`src/rtl/capture_channel.sv`:
```
// Single timestamp-capture channel: holds one sample with a valid/ack
// handshake and a sticky flag for samples overwritten before acknowledge.
module capture_channel #(
  parameter int unsigned DATA_WIDTH = 64
) (
  input  logic                  clk,
  input  logic                  reset,
  input  logic                  capture,
  input  logic                  capture_ack,
  input  logic [DATA_WIDTH-1:0] sample,
  output logic                  cap_valid,
  output logic [DATA_WIDTH-1:0] cap_data,
  output logic                  cap_lost
);

  // A strobe always wins over ack for data/valid; ack always consumes the
  // old sample, so it clears the lost flag even when a new sample lands.
  always_ff @(posedge clk) begin
    if (reset) begin
      cap_valid <= 1'b0;
      cap_data  <= '0;
      cap_lost  <= 1'b0;
    end else begin
      if (capture) begin
        cap_data  <= sample;
        cap_valid <= 1'b1;
      end else if (capture_ack) begin
        cap_valid <= 1'b0;
      end

      if (capture_ack) begin
        cap_lost <= 1'b0;
      end else if (capture && cap_valid) begin
        cap_lost <= 1'b1;
      end
    end
  end

endmodule

```
`src/rtl/capture_counter.sv`:
```
// Prescaled timebase counter with load, wrap/saturate and sticky overflow,
// plus CHANNELS independent timestamp-capture channels.
module capture_counter #(
  parameter int unsigned DATA_WIDTH     = 64,
  parameter int unsigned CHANNELS       = 4,
  parameter int unsigned PRESCALE_WIDTH = 16,
  parameter bit          SATURATE       = 1'b0
) (
  input  logic                           clk,
  input  logic                           reset,
  input  logic                           reset_counter,
  input  logic                           enable,
  input  logic                           load,
  input  logic [DATA_WIDTH-1:0]          load_value,
  input  logic [PRESCALE_WIDTH-1:0]      prescale,
  input  logic [CHANNELS-1:0]            capture,
  input  logic [CHANNELS-1:0]            capture_ack,
  output logic signed [DATA_WIDTH-1:0]   data,
  output logic                           overflow,
  output logic [CHANNELS-1:0]            cap_valid,
  output logic [CHANNELS*DATA_WIDTH-1:0] cap_data,
  output logic [CHANNELS-1:0]            cap_lost
);

  logic [DATA_WIDTH-1:0]     count_q;
  logic [PRESCALE_WIDTH-1:0] pre_cnt;
  logic                      tick_c;

  // A prescale shrunk below pre_cnt is allowed to run through wrap.
  assign tick_c = enable && (pre_cnt == prescale);

  // Priority: reset, reset_counter, load (discards a coincident tick), tick.
  always_ff @(posedge clk) begin
    if (reset || reset_counter) begin
      count_q  <= '0;
      pre_cnt  <= '0;
      overflow <= 1'b0;
    end else if (load) begin
      count_q <= load_value;
      pre_cnt <= '0;
    end else if (tick_c) begin
      pre_cnt <= '0;
      if (&count_q) begin
        overflow <= 1'b1;
        count_q  <= SATURATE ? count_q : '0;
      end else begin
        count_q <= count_q + DATA_WIDTH'(1);
      end
    end else if (enable) begin
      pre_cnt <= pre_cnt + PRESCALE_WIDTH'(1);
    end
  end

  assign data = $signed(count_q);

  // Every channel samples the pre-update counter value.
  for (genvar i = 0; i < int'(CHANNELS); i++) begin : g_ch
    capture_channel #(
      .DATA_WIDTH(DATA_WIDTH)
    ) u_ch (
      .clk        (clk),
      .reset      (reset),
      .capture    (capture[i]),
      .capture_ack(capture_ack[i]),
      .sample     (count_q),
      .cap_valid  (cap_valid[i]),
      .cap_data   (cap_data[i*DATA_WIDTH +: DATA_WIDTH]),
      .cap_lost   (cap_lost[i])
    );
  end

endmodule

```
`config.mk`:
```
export PLATFORM = sky130hd
export DESIGN_NAME = capture_counter
export DESIGN_NICKNAME = d
export VERILOG_FILES = /design/src/rtl/capture_channel.sv /design/src/rtl/capture_counter.sv
export SDC_FILE = /design/constraint.sdc
export NUM_CORES = 1
export LEC_CHECK = 0
export ABC_AREA = 1
export CAP_MARGIN = 15
export CORE_UTILIZATION = 45
export CTS_CLUSTER_DIAMETER = 30
export CTS_CLUSTER_SIZE = 14
export DETAILED_ROUTE_END_ITERATION = 10
export GPL_TIMING_DRIVEN = 0
export PLACE_DENSITY = 0.8
export SLEW_MARGIN = 20
export SYNTH_ARGS = -nofsm -noshare
export SYNTH_HDL_FRONTEND = slang
export SYNTH_SLANG_ARGS = --single-unit
```
`constraint.sdc`:
```
create_clock -name clk -period 3.4 [get_ports clk]
set_clock_uncertainty 0.05 [all_clocks]
set_input_delay 0.68 -clock clk [delete_from_list [all_inputs] [get_ports clk]]
set_output_delay 0.68 -clock clk [all_outputs]
set_load 0.02 [all_outputs]
```
==> results of run 1 <==
==> logic make-up after synthesis <==
kind of cell | Yosys count | share of synthesized area [%]
simple gates | 968 | 26.6
compound gates | 502 | 16.6
flops | 345 | 45.1
buf+inv | 312 | 8.86
xor+xnor | 47 | 2.73
fa+ha+maj | 2 | 0.163
==> how the worst max path moves through the flow <==
stage             from                   endpoint  slack [ns]  depth (start not counted)
2_1_floorplan  data[1]                   data[21]        1.38                         12
3_3_place_gp     reset  g_ch[1].u_ch.cap_data[45]        0.10                          6
3_5_place_dp     reset  g_ch[1].u_ch.cap_data[49]        0.02                          6
4_1_cts          reset  g_ch[1].u_ch.cap_data[47]        0.51                          6
5_1_grt          reset  g_ch[1].u_ch.cap_data[49]        0.40                          6
6_report         reset  g_ch[1].u_ch.cap_data[47]        0.43                          6
==> synthesized netlist by cell type, drive strengths merged, types with 2 or more instances <==
master / n / area [um^2]
a21oi: 230 / 1180
buf: 58 / 375
clkbuf: 93 / 373
clkinv: 3 / 11.3
dfxtp: 345 / 6910
ha: 2 / 25.0
inv: 157 / 589
nand2: 448 / 1750
nand3: 91 / 460
nand3b: 5 / 37.5
nand4: 23 / 144
nor2: 383 / 1560
nor3: 12 / 75.1
nor3b: 3 / 22.5
o21ai: 270 / 1350
or2: 2 / 12.5
xnor2: 12 / 105
xor2: 35 / 314
==> cells in the final DEF, fill, tap and decap left out, types with 34 or more instances in the layout <==
cell type / instances
nand3_1: 90
nor2_1: 364
clkdlybuf4s50_1: 416
xor2_1: 34
dfxtp_1: 345
clkbuf_1: 93
inv_1: 151
o21ai_0: 269
a21oi_1: 223
nand2_1: 432
clkbuf_16: 68
==> state kept, by name, indices dropped and copies added, names as in the netlist <==
register	count
g_ch.u_ch.cap_lost	4
g_ch.u_ch.cap_data	256
data	64
pre_cnt	16
overflow	1
g_ch.u_ch.cap_valid	4
==> per-stage QoR <==
stage	hold WS, ns	worst slack, ns	util, %	instances	area (um^2)
2_1_floorplan	0.372	1.38	-	2176	15300
3_3_place_gp	0.385	0.102	59.8	3040	20100
3_5_place_dp	0.410	0.0173	59.8	3040	20100
4_1_cts	0.399	0.511	67.0	3163	22500
5_1_grt	0.430	0.403	67.0	3167	22500
6_report	0.413	0.435	67.0	3167	22500
==> cell type report <==
class / instances / area (um^2) / area share, %
diodes: 4 / 10.0 / 0.0445
plain buffers: 152 / 757 / 3.37
clock buffers: 78 / 1810 / 8.05
clock inverters: 45 / 602 / 2.68
inverters: 160 / 601 / 2.67
multi-input cells: 1519 / 7060 / 31.4
flip-flops and latches: 345 / 6910 / 30.7
well taps: 448 / 561 / 2.49
repair buffers: 416 / 4160 / 18.5
==> power breakdown <==
part | internal [uW] | switching, uW
Combinational | 592 | 851
Sequential | 4250 | 142
Clock | 4520 | 2450
==> routing by layer <==
metal	vias to the layer above	wire [um]	GRT usage [%]
met2	1094	28200	55.5
met5	-	0	0
li1	7984	-	-
met3	231	6160	6.13
met1	8192	26900	48.2
met4	0	4000	20.0
==> critical path, delay by kind of cell <==
family	cells	cell delay, ns
AOI/OAI and AO/OA	2	0.40
buffers and inverters	4	2.32
==> results.ini, run 1 <==
[status]
status = completed

[die]
start_util_pct = 45.7
dieArea_mm2 = 0.0348
core_area_mm2 = 0.0335
ios = 422
die_h_um = 187
rows = 67
die_x_um = 187

[worst_setup_path]
crit_path_top_delay_cell = clkdlybuf4s50_1
r2r-end = data[7]
r2r_cells = 12
arrival_ns = 3.41
worstSetupPathType = input pin to register
endpoint_kind = register
required_ns = 3.84
critPathMaxStageDelay_ns = 0.65
worst_path_most_repeated_cell = clkbuf_1
crit_chain = clkdlybuf4s50_1 > inv_1 > clkbuf_1 > clkbuf_1 > o21ai_0 > a21oi_1
crit_path_start_kind = input pin
r2r_start = data[1]
critPathMaxFanout = 10
reg2reg_setup_slack_ns = 0.84

[grt]
grt_pass1_wl_um = 96900
grt_use_total_pct = 36.1
grt_max_degree = 14
antenna_found_initial = 4
gr-total-overflow = 0
grt_pass1_vias = 16569

[timing]
tns_ns = 0
fin_crit_sh_pct = 87.2
max_slew_margin_pct = 35.7
max_freq_mhz = 337
slew_violations = 0
hold_viol = 0
min_period_ns = 2.97
setup_viol = 0
worst_slew_pin_slew_ns = 0.964
rsz0062_at_grt = no

[drt]
drt_drc_violations_left = 0
routed_wl_um = 65200
final_antenna_net_count = 0
first_pass_iters = 6
vias = 17501
drt_iter0_markers = 1930
routed_via_density = 5.53
wl_per_cell_um = 20.6

[cts]
cts_resized = 0
clock_sink_count = 345
hold_buffers = 0
cts_tree = done
cts_setup_buffers = 0
cts.htree.levels = 3
root_buffer = clkbuf_16
clk_pin_slew_ns = 0.05
numCtsBuffers = 67
cts_buffer_depth = 3
insertion_delay_ns = 0.57

[power]
p_leak_uw = 0.00892
p_total_uw = 12800
ir_worst_vdd_mv = 0.395
cellPowerDensity_mw_per_mm2 = 570

[place]
gp_congestion = 0.976
io_buffers = 416
dpl.hpwl_um = 49500

[synth]
async_reset_ff_share_pct = 0
synth_area_mm2 = 0.0153
yosysSeqAreaShare_pct = 45.1
syn_area_per_cell_um2 = 7.04
ys_seq_elements = 345
ys.flop_type = dfxtp_1
synthCells = 2176
synth_edf_count = 0
syn-num-nets = 2271
synth_cell_type_count = 39
ys_warn_count = 0

[layout]
nNetsFinal = 2756
drive_above_1_share_pct = 8.36
area_growth_pct = 46.6
fillerInstances = 2771

[hold_path]
hold_path_class = input pin to register
min_from = enable
min_to = pre_cnt[0]
hold_depth = 3

[job]
drv_cap = 0

Note: power is estimated with default switching activity, not from simulation.
==> run 2: changes to the inputs <==
Settings changed: PLACE_DENSITY 0.8 to 0.78, SYNTH_HIERARCHICAL set to 1.
==> results.ini, run 2 <==
[die]
die_x_um = 196  ; +4.8%
dieArea_mm2 = 0.0382  ; +9.9%
rows = 70  ; +4.5%
ios = 422  ; unchanged
start_util_pct = 45.9  ; +0.22 points
die_h_um = 196  ; +4.8%
core_area_mm2 = 0.0367  ; +9.4%

[synth]
synth_cell_type_count = 29  ; -26%
ys_top_cells_by_count = 971 x nand2_1, 680 x nor2_1, 397 x inv_1, 345 x dfxtp_1, 89 x buf_2
synthCells = 2786  ; +28%
synth_area_mm2 = 0.0169  ; +10%
yosysSeqAreaShare_pct = 41.0  ; -4.1 points
yosysTopAreaCell = dfxtp_1
ys_seq_elements = 345  ; unchanged
synth_top_area_share_pct = 41.0  ; -4.1 points
syn_area_per_cell_um2 = 6.05  ; -14%
ys_warn_count = 6  ; +6
yosysMostFrequentCell = nand2_1
syn-num-nets = 2881  ; +27%
async_reset_ff_share_pct = 0  ; unchanged
synth_edf_count = 0  ; unchanged
synth_area_leaders = dfxtp_1 41%, nand2_1 22%, nor2_1 15%, inv_1 8.8%, buf_2 2.6%
ys.flop_type = dfxtp_1

[layout]
final_cell_mix = 971 x nand2_1, 680 x nor2_1, 416 x clkdlybuf4s50_1, 397 x inv_1, 345 x dfxtp_1
top_register = g_ch.u_ch/cap_data
fillerInstances = 3184  ; +15%
area_growth_pct = 44.9
largest_register_ffs = 256  ; unchanged
drive_above_1_share_pct = 7.42  ; -0.94 points
multiInputGateArea_mm2 = 0.00785  ; +11%
seq_area_mm2 = 0.00691  ; unchanged
nNetsFinal = 3374  ; +22%
final_common_cell = nand2_1

[timing]
max_slew_margin_pct = 47.2  ; +11 points
hold_viol = 0  ; unchanged
fin_crit_sh_pct = 80.1  ; -7.1 points
tns_ns = 0  ; unchanged
min_period_ns = 2.72  ; -0.241 ns
rsz0062_at_grt = no
slew_violations = 0  ; unchanged
max_freq_mhz = 367  ; +8.9%
fin_ws_ns = 0.676  ; +0.241 ns
worst_slew_pin_slew_ns = 0.792  ; -0.172 ns
whs_ns = 0.388  ; -0.0252 ns
setup_viol = 0  ; unchanged

[place]
io_buffers = 416  ; unchanged
gp_congestion = 0.981  ; +0.48%
pre_cts_slack_ns = 0.348  ; +0.331 ns
dpl.hpwl_um = 46600  ; -5.8%

[cts]
insertion_delay_ns = 0.60  ; +0.03 ns
cts_buffer_depth = 3  ; unchanged
cts_resized = 0  ; unchanged
root_buffer = clkbuf_16
cts_tree = done
cts_setup_buffers = 0  ; unchanged
numCtsBuffers = 75  ; +12%
clk_pin_slew_ns = 0.05  ; about the same
hold_buffers = 0  ; unchanged
cts.htree.levels = 3  ; unchanged
clock_sink_count = 345  ; unchanged

[drt]
first_pass_iters = 6  ; unchanged
routed_via_density = 4.90  ; -11%
routed_wl_um = 64800  ; -0.67%
final_antenna_net_count = 0  ; unchanged
drt_drc_violations_left = 0  ; unchanged
drt_iter0_markers = 1156  ; -40%
wl_per_cell_um = 17.0  ; -18%
vias = 18699  ; +6.8%

[power]
p_total_uw = 14000  ; +9.5%
ir_worst_vdd_mv = 0.391  ; -0.83%
cellPowerDensity_mw_per_mm2 = 574  ; +0.77%
p_leak_uw = 0.0109  ; +22%

[grt]
grt_pass1_vias = 18377  ; +11%
grt_pass1_wl_um = 99000  ; +2.2%
antenna_found_initial = 7  ; +3
gr-total-overflow = 0  ; unchanged
grt_use_total_pct = 33.4  ; -2.7 points
grt_max_degree = 12  ; -2

[worst_setup_path]
required_ns = 3.78  ; -0.06 ns
arrival_ns = 3.10  ; -0.31 ns
endpoint_kind = register
critPathMaxFanout = 9  ; -1
worstSetupPathType = register to register
crit_path_start_kind = register

[job]
drv_cap = 0  ; unchanged

[hold_path]
hold_path_class = input pin to register

[status]
status = completed

==> run 2: stage by stage <==
stage          instance area [um^2]  util, %  std cells
5_1_grt                       24400     66.6       3813
3_3_place_gp                  21600     58.9       3670
4_1_cts                       24400     66.5       3810
3_5_place_dp                  21600     58.9       3670
2_1_floorplan                 16900        -       2786
6_report                      24400     66.6       3813
==> run 2: cells by family after synthesis <==
| logic type | count (synthesis) | synth area share (%) |
|---|---|---|
| flops | 345 | 41.0 |
| fa+ha+maj | 2 | 0.148 |
| simple gates | 1782 | 41.2 |
| compound gates | 89 | 2.67 |
| xor+xnor | 49 | 2.55 |
| buf+inv | 519 | 12.5 |
==> run 2: per-layer routing <==
layer | vias to the layer above | routed length [um] | global-route usage, %
met5 | - | 16 | 0
met2 | 771 | 30100 | 55.9
met1 | 8576 | 26500 | 40.1
met4 | 2 | 2490 | 15.2
met3 | 155 | 5710 | 8.79
li1 | 9195 | - | -
==> run 2: cell type report <==
class	count	share of cell area (%)
clock buffers	92	8.52
inverters	399	6.13
repair buffers	416	17.0
well taps	468	2.40
clock inverters	48	3.01
multi-input cells	1922	32.1
diodes	3	0.0307
flip-flops and latches	345	28.3
plain buffers	120	2.47
==> run 2: path summary, 6_finish.rpt <==
path	depth (start not counted)	slack, ns	to	start
max	12	0.68	data[30]	data[0]
min reg2reg	2	0.40	overflow	overflow
min	3	0.39	pre_cnt[0]	enable
max reg2reg	12	0.68	data[30]	data[0]
==> run 2: worst max-delay path, stage by stage (launching register included) <==
cell	delay (ns)
dfxtp_1	0.61
ha_1	0.27
nand3_1	0.15
nor2_1	0.23
inv_1	0.07
nor2_1	0.23
nand2_1	0.28
inv_1	0.29
nand2_1	0.09
nand3_1	0.08
nand2_1	0.06
nand2_1	0.07
a21oi_1	0.08
==> run 2: where the power goes <==
group	switching (uW)	internal, uW
Combinational	881	658
Clock	2460	5590
Sequential	187	4250
Total	3530	10500
